--- src/rtl/alu_pkg.sv ---
// Shared ALU definitions: opcode encodings, serial FSM states
// and the signed-overflow helper used by the add/sub datapath.
package alu_pkg;

    localparam logic [1:0] OP_ADD  = 2'b00;
    localparam logic [1:0] OP_SUB  = 2'b01;
    localparam logic [1:0] OP_RSUB = 2'b10;
    localparam logic [1:0] OP_CMP  = 2'b11;

    typedef enum logic [1:0] {
        S_IDLE = 2'b00,
        S_RUN  = 2'b01,
        S_DONE = 2'b10
    } state_t;

    // Overflow of X + Y': operands share a sign, sum differs.
    function automatic logic ovf(
        input logic xm,
        input logic ym,
        input logic sm
    );
        return (xm == ym) && (sm != xm);
    endfunction

endpackage

--- src/rtl/addsub_digit.sv ---
// Combinational DIGIT-bit adder slice.
// Ports: x, y (DIGIT), cin -> s (DIGIT), cout.
module addsub_digit #(
    parameter int DIGIT = 2
) (
    input  logic [DIGIT-1:0] x,
    input  logic [DIGIT-1:0] y,
    input  logic             cin,
    output logic [DIGIT-1:0] s,
    output logic             cout
);

    assign {cout, s} = {1'b0, x} + {1'b0, y}
                     + {{DIGIT{1'b0}}, cin};

endmodule

--- src/rtl/addsub_serial.sv ---
// Digit-serial add/sub/rsub/cmp unit with status flags.
// Ports: clk, rst_n, start/op/a/b in; ready, valid, result, flags out.
module addsub_serial
    import alu_pkg::*;
#(
    parameter int WIDTH = 8,
    parameter int DIGIT = 2
) (
    input  logic             clk,
    input  logic             rst_n,
    input  logic             start,
    input  logic [1:0]       op,
    input  logic [WIDTH-1:0] a,
    input  logic [WIDTH-1:0] b,
    output logic             ready,
    output logic             valid,
    output logic [WIDTH-1:0] result,
    output logic             flag_c,
    output logic             flag_v,
    output logic             flag_z,
    output logic             flag_n
);

    localparam int NDIG = WIDTH / DIGIT;
    localparam int CW   = (NDIG > 1) ? $clog2(NDIG) : 1;

    state_t state, state_d;

    logic [1:0]       op_q;
    logic [WIDTH-1:0] x, y, sum, sum_nx;
    logic             carry;
    logic [CW-1:0]    cnt;

    logic [DIGIT-1:0] xk, yk, sk;
    logic             cout;
    logic             last;
    logic             acc;

    assign ready = (state != S_RUN);
    assign acc   = start && ready;
    assign last  = (cnt == CW'(NDIG - 1));
    assign xk    = x[cnt*DIGIT +: DIGIT];
    assign yk    = y[cnt*DIGIT +: DIGIT];

    addsub_digit #(.DIGIT(DIGIT)) u_digit (
        .x    (xk),
        .y    (yk),
        .cin  (carry),
        .s    (sk),
        .cout (cout)
    );

    // Full sum as it will look after this edge, so flags
    // can be registered on the same edge as the last digit.
    always_comb begin
        sum_nx = sum;
        sum_nx[cnt*DIGIT +: DIGIT] = sk;
    end

    always_comb begin
        state_d = state;
        unique case (state)
            S_IDLE:  if (start) state_d = S_RUN;
            S_RUN:   if (last)  state_d = S_DONE;
            S_DONE:  if (start) state_d = S_RUN;
            default: state_d = S_IDLE;
        endcase
    end

    always_ff @(posedge clk or negedge rst_n) begin
        if (!rst_n) state <= S_IDLE;
        else        state <= state_d;
    end

    always_ff @(posedge clk or negedge rst_n) begin
        if (!rst_n) begin
            op_q   <= OP_ADD;
            x      <= '0;
            y      <= '0;
            sum    <= '0;
            carry  <= 1'b0;
            cnt    <= '0;
            valid  <= 1'b0;
            result <= '0;
            flag_c <= 1'b0;
            flag_v <= 1'b0;
            flag_z <= 1'b0;
            flag_n <= 1'b0;
        end else if (acc) begin
            op_q  <= op;
            x     <= (op == OP_RSUB) ? b : a;
            y     <= (op == OP_ADD)  ? b :
                     (op == OP_RSUB) ? ~a : ~b;
            carry <= (op != OP_ADD);
            cnt   <= '0;
            valid <= 1'b0;
        end else if (state == S_RUN) begin
            sum   <= sum_nx;
            carry <= cout;
            cnt   <= cnt + CW'(1);
            if (last) begin
                valid  <= 1'b1;
                // Subtraction reports borrow, the inverse of carry.
                flag_c <= (op_q == OP_ADD) ? cout : ~cout;
                flag_v <= ovf(x[WIDTH-1], y[WIDTH-1],
                              sum_nx[WIDTH-1]);
                flag_z <= (sum_nx == '0);
                flag_n <= sum_nx[WIDTH-1];
                if (op_q != OP_CMP) result <= sum_nx;
            end
        end
    end

endmodule

--- config.mk ---
export PLATFORM = sky130hd
export DESIGN_NAME = addsub_serial
export DESIGN_NICKNAME = d
export VERILOG_FILES = /design/src/rtl/alu_pkg.sv /design/src/rtl/addsub_digit.sv /design/src/rtl/addsub_serial.sv
export SDC_FILE = /design/constraint.sdc
export NUM_CORES = 1
export LEC_CHECK = 0
export CORE_MARGIN = 2
export CORE_UTILIZATION = 40
export CTS_BUF_LIST = sky130_fd_sc_hd__clkbuf_8
export CTS_CLUSTER_SIZE = 20
export DETAILED_ROUTE_END_ITERATION = 12
export PLACE_DENSITY = 0.66
export RECOVER_POWER = 25
export SYNTH_ARGS = -nofsm -noshare
export SYNTH_HDL_FRONTEND = slang
export SYNTH_SLANG_ARGS = --single-unit
--- constraint.sdc ---
create_clock -name clk -period 3.16 [get_ports clk]
set_input_delay 0.474 -clock clk [delete_from_list [all_inputs] [get_ports clk]]
set_output_delay 0.474 -clock clk [all_outputs]
set_load 0.05 [all_outputs]
Yosys cells after proc, flatten, opt, wreduce, memory -nomap -nowiden --
Cells that the tools add are included.
Cells by class: add/subtract/negate cells 4, eq/ne operators 10, shifts and indexed selects 4, multiplexer cells 15, bitwise logic cells 4, reduce and logical (&&, ||, !) cells 15
Operator list (number):
- negation 3 -> 34 bit | 1
- variable shift 2 x 34 -> 8 bit, first input constant | 1
- indexed part select 2 x 34 -> 8 bit | 1
- 2-to-1 mux 8 bit | 3
- inverter 8 bit | 2
- indexed part select 8 x 4 -> 2 bit | 2
- bitwise mux 8 bit | 1
- zero test 8 bit | 1
- 2-to-1 mux 2 bit | 4
- == test 2 bit, second input constant | 3
- zero test 2 bit | 3
- 2-to-1 mux 1 bit | 6
- AND reduction 2 bit | 3
- nonzero test 2 bit | 3
- inequality test 2 x 1 -> 1 bit, second input constant | 2
- inequality test 2 bit, second input constant | 2
- one-hot mux 2 bit (2 select lines) | 1
- AND reduction 4 bit | 1
- adder 2 x 2 -> 3 bit | 1
- adder 3 x 1 -> 3 bit | 1
- AND reduction 3 bit | 1
- adder 2 x 1 -> 2 bit, second input constant | 1
- == test 2 x 1 -> 1 bit, second input constant | 1
- logical AND 1 bit | 2
- other kinds (4) | 5
Word-level totals: register bits 44, output and inout port bits 14

Logic depth before layout (Yosys ltp) --
word-level depth 7, gate-level depth with buffers 9

Cells and area by module --
Synthesis repeated with hierarchy kept, for this count alone.
Second synthesis, totals: cells, all modules 240, area, all modules 2346.0 µm²
By module, submodules not included:
- addsub_serial | instances 1, cells an instance 230, area an instance 2275.9 µm², sequential area each 1101.1 µm²
- addsub_digit | instances 1, cells an instance 10, area an instance 70.1 µm², sequential area each 0.0 µm²

Least setup slack after synthesis --
OpenSTA, ideal clock, no wires.
path type register to register, start point reg cnt[0], end point reg flag_v, setup time 0.124 ns, arrival 2.739 ns, setup slack 0.297 ns, stages on the path, launching flop included 10, buffers on the path 1, period minus slack after synthesis 2.863 ns, cell sequence dfrtp_1 buf_6 mux4_1 fa_1 inv_1 fa_1 nor2_1 a31oi_4 and3_1 o31a_1
Between the ends: cells in the longest elaborated chain, start to end 7, elaborated cells between the ends (all ways) 12, those cells by class add/sub: 3; eq/ne: 2; shift: 4; mux: 1; reduce/logical: 2
Ends and longest elaborated chain:
- from (decl) | RTL line addsub_serial.sv:32 | logic [CW-1:0] cnt;
- from (signal assigned) | RTL line addsub_serial.sv:100 | cnt <= cnt + CW'(1);
- indexed part select 8 x 4 -> 2 bit, on equally long branches | RTL line addsub_serial.sv:42, addsub_serial.sv:43
- adder 2 x 2 -> 3 bit | RTL line addsub_digit.sv:13 | assign {cout, s} = {1'b0, x} + {1'b0, y}
- adder 3 x 1 -> 3 bit | RTL line addsub_digit.sv:14 | + {{DIGIT{1'b0}}, cin};
- indexed part select 2 x 34 -> 8 bit | RTL line addsub_serial.sv:57 | sum_nx[cnt*DIGIT +: DIGIT] = sk;
- bitwise mux 8 bit | RTL line addsub_serial.sv:57
- inequality test 1 bit | RTL line alu_pkg.sv:22 | return (xm == ym) && (sm != xm);
- logical AND 1 bit | RTL line alu_pkg.sv:22
- to (signal assigned) | RTL line addsub_serial.sv:105 | flag_v <= ovf(x[WIDTH-1], y[WIDTH-1],
- to (decl) | RTL line addsub_serial.sv:19 | output logic flag_v,
Parallel ways exist; a longest one is shown, timed or not. A chain may end at the register's enable or synchronous reset.

Final worst setup path --
Same ends and word-level chain as after synthesis.

==> out/qor.csv <==
metric,value,unit
multi_input_area,1110,um2
seqPwrFrac,32.5,%
syn_inst,232,
async_reset_ff_share,100,%
layout_setup_ws,327,ps
routed_wl,4290,um
final_common_cell,nand2_1,
drt_iter0_drc,89,
fin_util,50.7,%
cts_buffers,5,
synth_seq_cells,44,
ys_warn_count,0,
end_kind,flip-flop,
num_io_pins,35,
reg2reg_depth,8,
antenna_cells,0,
peakVddDrop,450,uV
hp-start,sum[4],
root_buffer,clkbuf_8,
dpl_cell_area,2700,um2
cts_setup_buffers,0,
grt_start_max_net_pins,45,
pwr-share-comb,51.1,%
powerDensity,1020,nW/um2
hold_depth,2,
cts_tree,yes,
crit_fanout,6,
regArea,1100,um2
routed-via-count,1675,
fin_area,2830,um2
tightestPinTransition,2270,ps
start_util,41.8,%
r2r_end,flag_v,
syn-cell-area,2330,um2
cp.required,3350,ps
final.setup_skew,10.8,ps
core-area,5570,um2
grt_pass1_wl,7220,um
synth_fp_nets,261,
worstSkewPairLatency,300,ps
yosysSeqAreaShare,47.3,%
drc,0,
critPathArrivalTime,3020,ps
period_share,89.6,%
p_int,1670,uW
hold_buffers,0,
die_w,80.3,um
cts_resized,0,
crit_type,flip-flop to flip-flop,
rsz0062_at_grt,no,
hold_viol,0,
die_h,80.3,um
holdCritPathClass,flip-flop to flip-flop,
cts_sinks,44,
area_delta_synth_final,21.4,%
dpl_worst_slack,335,ps
grt.total_usage,14.7,%
hpwl,3170,um
synth_edf_count,0,
post-route-min-period,2830,ps
ff2ff_setup_slack,330,ps
netSwitchingPower,1220,uW
drtAntennaViolNets,0,
h-tree-depth,2,
grt_pass1_vias,1596,
fillers,530,
syn_avg_cell_area,10.0,um2
fin_tns_setup,0,ps
vias_per_cell,4.99,
layout_common_cells,"45 x nand2_1, 44 x o21ai_0, 44 x dfrtp_1",
violations,"capacitance limit, slew limit",
swShare,42.2,%
grt.overflow.total,0,
synth_flop_cell,dfrtp_1,
p_leak,0.00127,uW
num_rows,27,
status,finished with violations,
die_area,6440,um2
final_layout_size_suffix_gt1_share,9.47,%
gp_congestion,0.734,
setup_viol,0,
clock_path_buffers,2,
synth.distinct_cells,38,
min_to,sum[4],
finalNetCount,292,
start_kind,flip-flop,
clockPowerShare,16.4,%
relSlewSlack,-51.6,%
wl_per_cell,12.8,um
slew_violations,45,
antenna_found_initial,0,
drtPass1Iterations,4,
port_buffers,34,
rr_startpoint,cnt[0],
clock.fmax,353,MHz
clkTransAtPathRegs,80,ps
cap_violations,1,
[metal layers]
| metal | global-route usage [%] | share of wire (%) | vias up |
|---|---|---|---|
| li1 | - | - | 861 |
| met1 | 18.3 | 50 | 772 |
| met2 | 24.3 | 45 | 36 |
| met3 | 4.49 | 4.0 | 6 |
| met4 | 5.08 | 1.5 | 0 |
| met5 | 0 | 0 | - |
[cell families after synthesis]
logic type	Yosys count	share of synthesized area, %
AOI/OAI and AO/OA	60	15.1
muxes	21	12.3
xor gates and xnor gates	1	0.376
buffers and inverters	23	5.00
adders and majority gates	8	4.95
and+or+nand+nor	75	14.9
DFF	44	47.3
[registers in the layout, summed over array words and instances (netlist names), 2 cells and up]
name	flops
state	2
cnt	2
result	8
y	8
sum	8
x	8
op_q	2
[cell type report]
class                   count  area share [%]
repair buffers             38            12.9
clock inverters             1            1.06
inverters                   9            1.20
flip-flops and latches     44            39.0
clock buffers               7            3.41
well taps                  72            3.19
multi-input cells         165            39.3
[synthesized netlist by cell type (2+ instances only)]
cell      count  area share (%)
nand2_1      45             7.3
mux4_1        4             4.5
a31oi_1       4             1.1
mux2_2        9             4.4
ha_1          6             3.2
buf_6         3             1.5
buf_2         5             1.1
mux2i_1       8             3.4
nor2b_1      10             2.7
inv_1         9             1.5
nor2_1        5            0.81
clkbuf_1      5            0.81
fa_1          2             1.7
dfrtp_1      44              47
nand2b_1      2            0.54
o31ai_1       2            0.64
and2b_4       2            0.86
nand3_1       4            0.86
o21ai_0      44             9.5
[critical path: stages (launching register included)]
cell and delay (ps):
dfrtp_1 390, mux4_1 590, fa_1 400, inv_1 80, fa_1 430, nor2_1 230, a31oi_4 140, and3_1 200
o31a_1 270
[power by group through the flow]
stage	Sequential (uW)	Clock [uW]	Combinational (uW)
4_1_cts	944	486	1490
3_3_place_gp	946	0	1460
5_1_grt	972	508	1650
3_5_place_dp	956	0	1480
6_report	938	473	1470
2_1_floorplan	1150	0	885
[metrics by stage]
step,cells,hold WS (ps),total power [uW]
after CTS,336,355,2920
after detailed placement,328,466,2440
after floorplan,232,178,2040
after global placement,328,461,2410
after global routing,336,511,3130
final,336,480,2880
[how the worst max path moves through the flow]
| stage | startpoint | slack [ps] | cells past startpoint | to |
|---|---|---|---|---|
| 2_1_floorplan | cnt[0] | 300 | 9 | flag_v |
| 3_3_place_gp | cnt[0] | 390 | 8 | flag_v |
| 3_5_place_dp | cnt[0] | 340 | 8 | flag_v |
| 4_1_cts | cnt[0] | 310 | 8 | flag_v |
| 5_1_grt | cnt[0] | 190 | 8 | flag_v |
| 6_report | cnt[0] | 330 | 8 | flag_v |
Note: power is estimated with default switching activity, not from simulation.
==> RTL change 1, RTL diff (config.mk and constraints unchanged) <==
Register the output `flag_z` once more; this adds one clock of latency there. The other outputs are not delayed to match.
--- a/src/rtl/addsub_serial.sv
+++ b/src/rtl/addsub_serial.sv
@@ -25,2 +25,4 @@
     localparam int CW   = (NDIG > 1) ? $clog2(NDIG) : 1;
+
+    logic flag_z_s0;
 
@@ -86,3 +88,3 @@
             flag_v <= 1'b0;
-            flag_z <= 1'b0;
+            flag_z_s0 <= 1'b0;
             flag_n <= 1'b0;
@@ -106,3 +108,3 @@
                               sum_nx[WIDTH-1]);
-                flag_z <= (sum_nx == '0);
+                flag_z_s0 <= (sum_nx == '0);
                 flag_n <= sum_nx[WIDTH-1];
@@ -113,2 +115,6 @@
 
+    always_ff @(posedge clk) begin
+        flag_z <= flag_z_s0;
+    end
+
 endmodule
Check against the original RTL: not equivalent (Yosys sat finds a counterexample within 10 cycles, from zero or initial values and one cycle with rst_n low).
==> RTL change 1 against the unedited design <==
- the flow still finishes with violations (max-capacitance violations, max-slew violations)
- total power up 1.8%
- die area increased by 0.82%
- utilization rose by 0.43 points
- combinational power about the same
- synthesized area up 0.86%
- hold slack got worse by 0.098 ns
- wire length grew 2.0%
- sequential cell count up 1
- design area up 0.84%
- fmax decreased by 2.0%
- setup slack worse by 0.057 ns
- clock skew down 0.0060 ns
- count of clock-buffer cells in the layout decreased by 2
- largest cell class is now flip-flops and latches
- highest routed layer unchanged
==> RTL change 1: results (changes against the unedited design) <==
Run status
  • Run status: complete, but fails checks (unchanged)
  • Violated checks: max-capacitance violations, max-slew violations (unchanged)

Setup path
  • Critical Path Start: cnt[0] (unchanged)
  • R2R depth: 8 (unchanged)
  • Max FO, Critical Path: 11 (was 6)
  • CP arrival: 3.08 ns (was 3.02 ns)

Place
  • Port Buffers: 34 (unchanged)
  • Post-DP HPWL: 3.21 mm (was 3.17 mm)
  • Pre-CTS setup slack: 0.347 ns (was 0.335 ns)
  • Area after DPL: 2720 um2 (was 2700 um2)
  • RePlAce Congestion: 0.742 (was 0.734)

Clock tree
  • CTS Buf Count: 5 (unchanged)
  • Clk_lat worst skew: 0.30 ns (about the same)
  • Post_cts resized: 0 (unchanged)
  • H-tree Lvls: 2 (unchanged)
  • CTS Buffer Depth: 2 (unchanged)
  • CTS Root Cell: clkbuf_8 (unchanged)
  • Number of post-CTS setup repair buffers: 0 (unchanged)
  • Clock transition at the registers of the reported paths: 0.08 ns (about the same)

GRT
  • Gr usage total: 14.9% (was 14.7%)
  • First-pass GRT wire length: 7.38 mm (was 7.22 mm)
  • Vias in the first global route: 1631 (was 1596)
  • Largest net degree at the start of global routing: 45 (unchanged)
  • Antenna violations before repair: 0 (unchanged)

Finish
  • Ant. Diodes: 0 (unchanged)
  • Share of layout cells above drive strength 1: 9.06% (was 9.47%)
  • Final net count: 293 (was 292)

Logic synthesis
  • Synth Area in Adders: 4.90% (was 4.95%)
  • Commonest cells post-synth: nand2_1, dfrtp_1, o21ai_0 (unchanged)
  • Sequential fraction of the synthesis area: 47.8% (was 47.3%)
  • Post-synthesis mux area share: 12.2% (was 12.3%)
  • Ys async rst share: 97.8% (was 100%)
  • Xor-xnor portion of the synthesized cell area: 0.373% (was 0.376%)
  • Net Count, Synth: 262 (was 261)
  • Synth top area cells: dfrtp_1, o21ai_0, nand2_1, mux4_1, mux2_2 (unchanged)
  • Synth cell types: 39 (was 38)
  • Compound-gate portion of the synthesized area: 15.0% (was 15.1%)
  • Warnings, synthesis: 0 (unchanged)

STA
  • Final Max Tran Viols: 45 (unchanged)
  • Clock skew: 0.00482 ns (was 0.0108 ns)
  • Actual slew at the worst max-slew pin: 2.24 ns (was 2.27 ns)

Power
  • Leakage power figure: 0.00128 uW (was 0.00127 uW)
  • VDD IR-drop max: 0.000479 V (was 0.000450 V)

Detailed routing
  • Routed via count: 1677 (was 1675)
  • Initial DRC Count: 73 (was 89)
  • Detailed Routing Iterations Pass 1: 4 (unchanged)
  • Wire per inst: 13.0 um (was 12.8 um)

Hold path
  • Hold Crit Start: flag_z_s0 (was sum[4])
  • Hold Path Depth: 0 (was 2)
  • Worst hold path type: reg2reg (unchanged)

Job
  • # Max-Cap Violations: 1 (unchanged)
## RTL change 1: layout make-up
class,count,area [um2]
sequential,45,1120
inverter,9,33.8
clock buffer,5,68.8
timing repair buffer,38,360
fill,535,2730
clock inverter,3,65.1
multi-input combinational,165,1110
tap,72,90.1
## RTL change 1: worst paths after layout
check,slack [ns],to
hold reg to reg,0.38,flag_z
hold / removal,0.38,flag_z
min in group asynchronous,0.83,sum[2]
setup / recovery,0.27,flag_v
setup reg to reg,0.27,flag_v
max in group asynchronous,1.05,sum[0]
## RTL change 1: routing by layer
metal | global-route usage (%) | share of wire [%] | vias up
li1 | - | - | 861
met1 | 18.8 | 48 | 778
met2 | 24.6 | 47 | 34
met3 | 3.71 | 3.9 | 4
met4 | 5.59 | 1.6 | 0
met5 | 0 | 0 | -
## RTL change 1: power by group
| group | internal, uW | switching [uW] | total, uW |
|---|---|---|---|
| sequential | 820 | 142 | 962 |
| clock | 314 | 193 | 507 |
| combinational | 578 | 889 | 1470 |
## RTL change 1: critical path: stages (launching register included)
cell	delay, ns
dfrtp_1	0.40
clkbuf_1	0.43
mux4_1	0.62
inv_1	0.09
fa_1	0.43
nor2_1	0.22
a31oi_4	0.14
and3_1	0.20
o31a_1	0.26
## RTL change 1: stage by stage
step	cells	power, uW
5_1_grt	337	3180
2_1_floorplan	233	2060
4_1_cts	337	2970
3_3_place_gp	329	2440
6_report	337	2940
3_5_place_dp	329	2460
## RTL change 1: cells by family after synthesis
kind of cell,count (synthesis)
compound gates,60
xor+xnor,1
fa+ha+maj,8
buf+inv,23
flops,45
mux,21
simple gates,75
==> RTL change 2, RTL diff (same settings) <==
Made on the original files. Set the parameter `WIDTH` to 16 (it was 8).
--- a/src/rtl/addsub_serial.sv
+++ b/src/rtl/addsub_serial.sv
@@ -5,3 +5,3 @@
 #(
-    parameter int WIDTH = 8,
+    parameter int WIDTH = 16,
     parameter int DIGIT = 2
Interface: changed (resized a, b and result); port bits go from 35 to 59. The function was not compared with the original's and may differ.
==> RTL change 2 against the unedited design <==
- the run still ends with max-capacitance violations, max-slew violations left
- synthesized area increased by 80%
- setup slack worse by 0.16 ns
- total power rose by 94%
- sequential cell count rose by 33
- combinational power is 110% higher
- utilization is 0.32 points higher
- highest routed layer unchanged
- clock power up 59%
- wire length rose by 120%
- largest cell class unchanged
- design area grew 85%
==> RTL change 2: results (changes against the unedited design) <==
Setup path
  • RR Endpoint: flag_z (was flag_v)
  • R2R depth: 11 (was 8)
  • Max FO, Critical Path: 7 (was 6)
  • CP max stage delay: 0.52 ns (was 0.59 ns)
  • CP arrival: 3.24 ns (was 3.02 ns)
  • CP max stage cell: mux4_2 (was mux4_1)

Finish
  • Share of layout cells above drive strength 1: 16.9% (was 9.47%)
  • Fill count: 954 (was 530)
  • Final net count: 539 (was 292)

GRT
  • Gr usage total: 17.8% (was 14.7%)
  • Largest net degree at the start of global routing: 78 (was 45)
  • First-pass GRT wire length: 16.0 mm (was 7.22 mm)

Logic synthesis
  • Net Count, Synth: 475 (was 261)
  • Synth top area cells: dfrtp_1, o21ai_0, nand2_1, mux2_2, mux2i_1 (was dfrtp_1, o21ai_0, nand2_1, mux4_1, mux2_2)
  • Commonest cells post-synth: nand2_1, o21ai_0, dfrtp_1 (was nand2_1, dfrtp_1, o21ai_0)
  • Synth cell types: 56 (was 38)
  • Sequential fraction of the synthesis area: 46.0% (was 47.3%)

Place
  • Post-DP HPWL: 7.01 mm (was 3.17 mm)
  • Pre-CTS setup slack: -0.0259 ns (was 0.335 ns)
  • RePlAce Congestion: 0.833 (was 0.734)
  • Port Buffers: 58 (was 34)

Detailed routing
  • Initial DRC Count: 154 (was 89)
  • Met1 wire length: 4.33 mm (was 2.12 mm)
  • Routed via count: 3336 (was 1675)
  • Met3 wire length: 446 um (was 170 um)
  • Final wirelength: 9.57 mm (was 4.29 mm)
  • DR WL met2: 4.69 mm (was 1.93 mm)

Clock tree
  • CTS Root Cell: clkbuf_8 (unchanged)
  • Clk_lat worst skew: 0.36 ns (was 0.30 ns)
  • CTS Buf Count: 9 (was 5)

STA
  • Final WS setup: 0.164 ns (was 0.327 ns)
  • Clock skew: 0.0127 ns (was 0.0108 ns)
  • Final Max Tran Viols: 78 (was 45)

Job
  • # Max-Cap Violations: 1 (unchanged)

Run status
  • Run status: complete, but fails checks (unchanged)
  • Violated checks: max-capacitance violations, max-slew violations (unchanged)

Power
  • Leakage power figure: 0.00230 uW (was 0.00127 uW)
  • VDD IR-drop max: 0.000477 V (was 0.000450 V)
RTL change 2: cell count changes after synthesis, moves of 8 or more:
cell	before	now
nand2_1	45	98
o21ai_0	44	81
dfrtp_1	44	77
mux2_2	9	21
mux2i_1	8	20
clkbuf_1	5	14
nor2b_1	10	1
mux4_2	0	8
RTL change 2: worst min-delay path by stage:
stage                     startpoint  cells past startpoint   endpoint  slack (ns)
after detailed placement   result[9]                      2  result[9]        0.47
after floorplan                rst_n                      0      carry        0.18
after global routing        state[0]                      1   state[1]        0.50
after CTS                      rst_n                      1     sum[2]        0.31
after global placement     result[1]                      2  result[1]        0.46
final                       state[0]                      1   state[1]        0.47
RTL change 2: final cells by class:
cell class	count	area, um2	area share [%]
multi-input combinational	314	2120	40.7
sequential	77	1930	36.9
timing repair buffer	81	761	14.6
tap	136	170	3.26
clock buffer	9	124	2.37
clock inverter	7	75.1	1.44
inverter	10	37.5	0.719
RTL change 2: report_power, final:
group          switching [uW]  internal, uW
Combinational            1820          1330
Clock                     385           369
Sequential                283          1400
RTL change 2: worst reg2reg max path, stage by stage (launching register included):
cell,delay (ns)
dfrtp_2,0.46
mux4_2,0.52
nand2_1,0.07
nand2_1,0.07
fa_2,0.36
inv_2,0.07
fa_2,0.51
nor4bb_4,0.33
a32oi_1,0.15
and2_1,0.17
nand4_1,0.10
o31ai_2,0.08
RTL change 2: routing by layer:
metal,vias to the layer above,global-route usage [%]
met4,0,4.23
met2,93,30.4
met1,1589,23.0
met3,11,3.86
li1,1643,-
met5,-,0
RTL change 2: cells by family (layout without fill, tap and decap cells):
family	count (synthesis)	count (layout)	share of synthesized area, %
and+or+nand+nor	139	139	15.4
AOI/OAI and AO/OA	115	115	16.1
DFF	77	77	46.0
muxes	50	50	15.0
buffers and inverters	38	107	4.24
adders and majority gates	9	9	3.05
xor gates and xnor gates	1	1	0.209
RTL change 2: through the flow:
stage               utilization [%]  std cells
global route                   51.0        634
detailed placement             48.6        615
CTS                            50.6        631
floorplan                         -        429
global placement               48.6        615
finish                         51.0        634
RTL change 2: timing repair:
item                       in CTS  in global routing
pin swaps                       0                  3
resized for setup               1                  4
setup endpoints to repair       1                  3
setup buffers                   0                  3
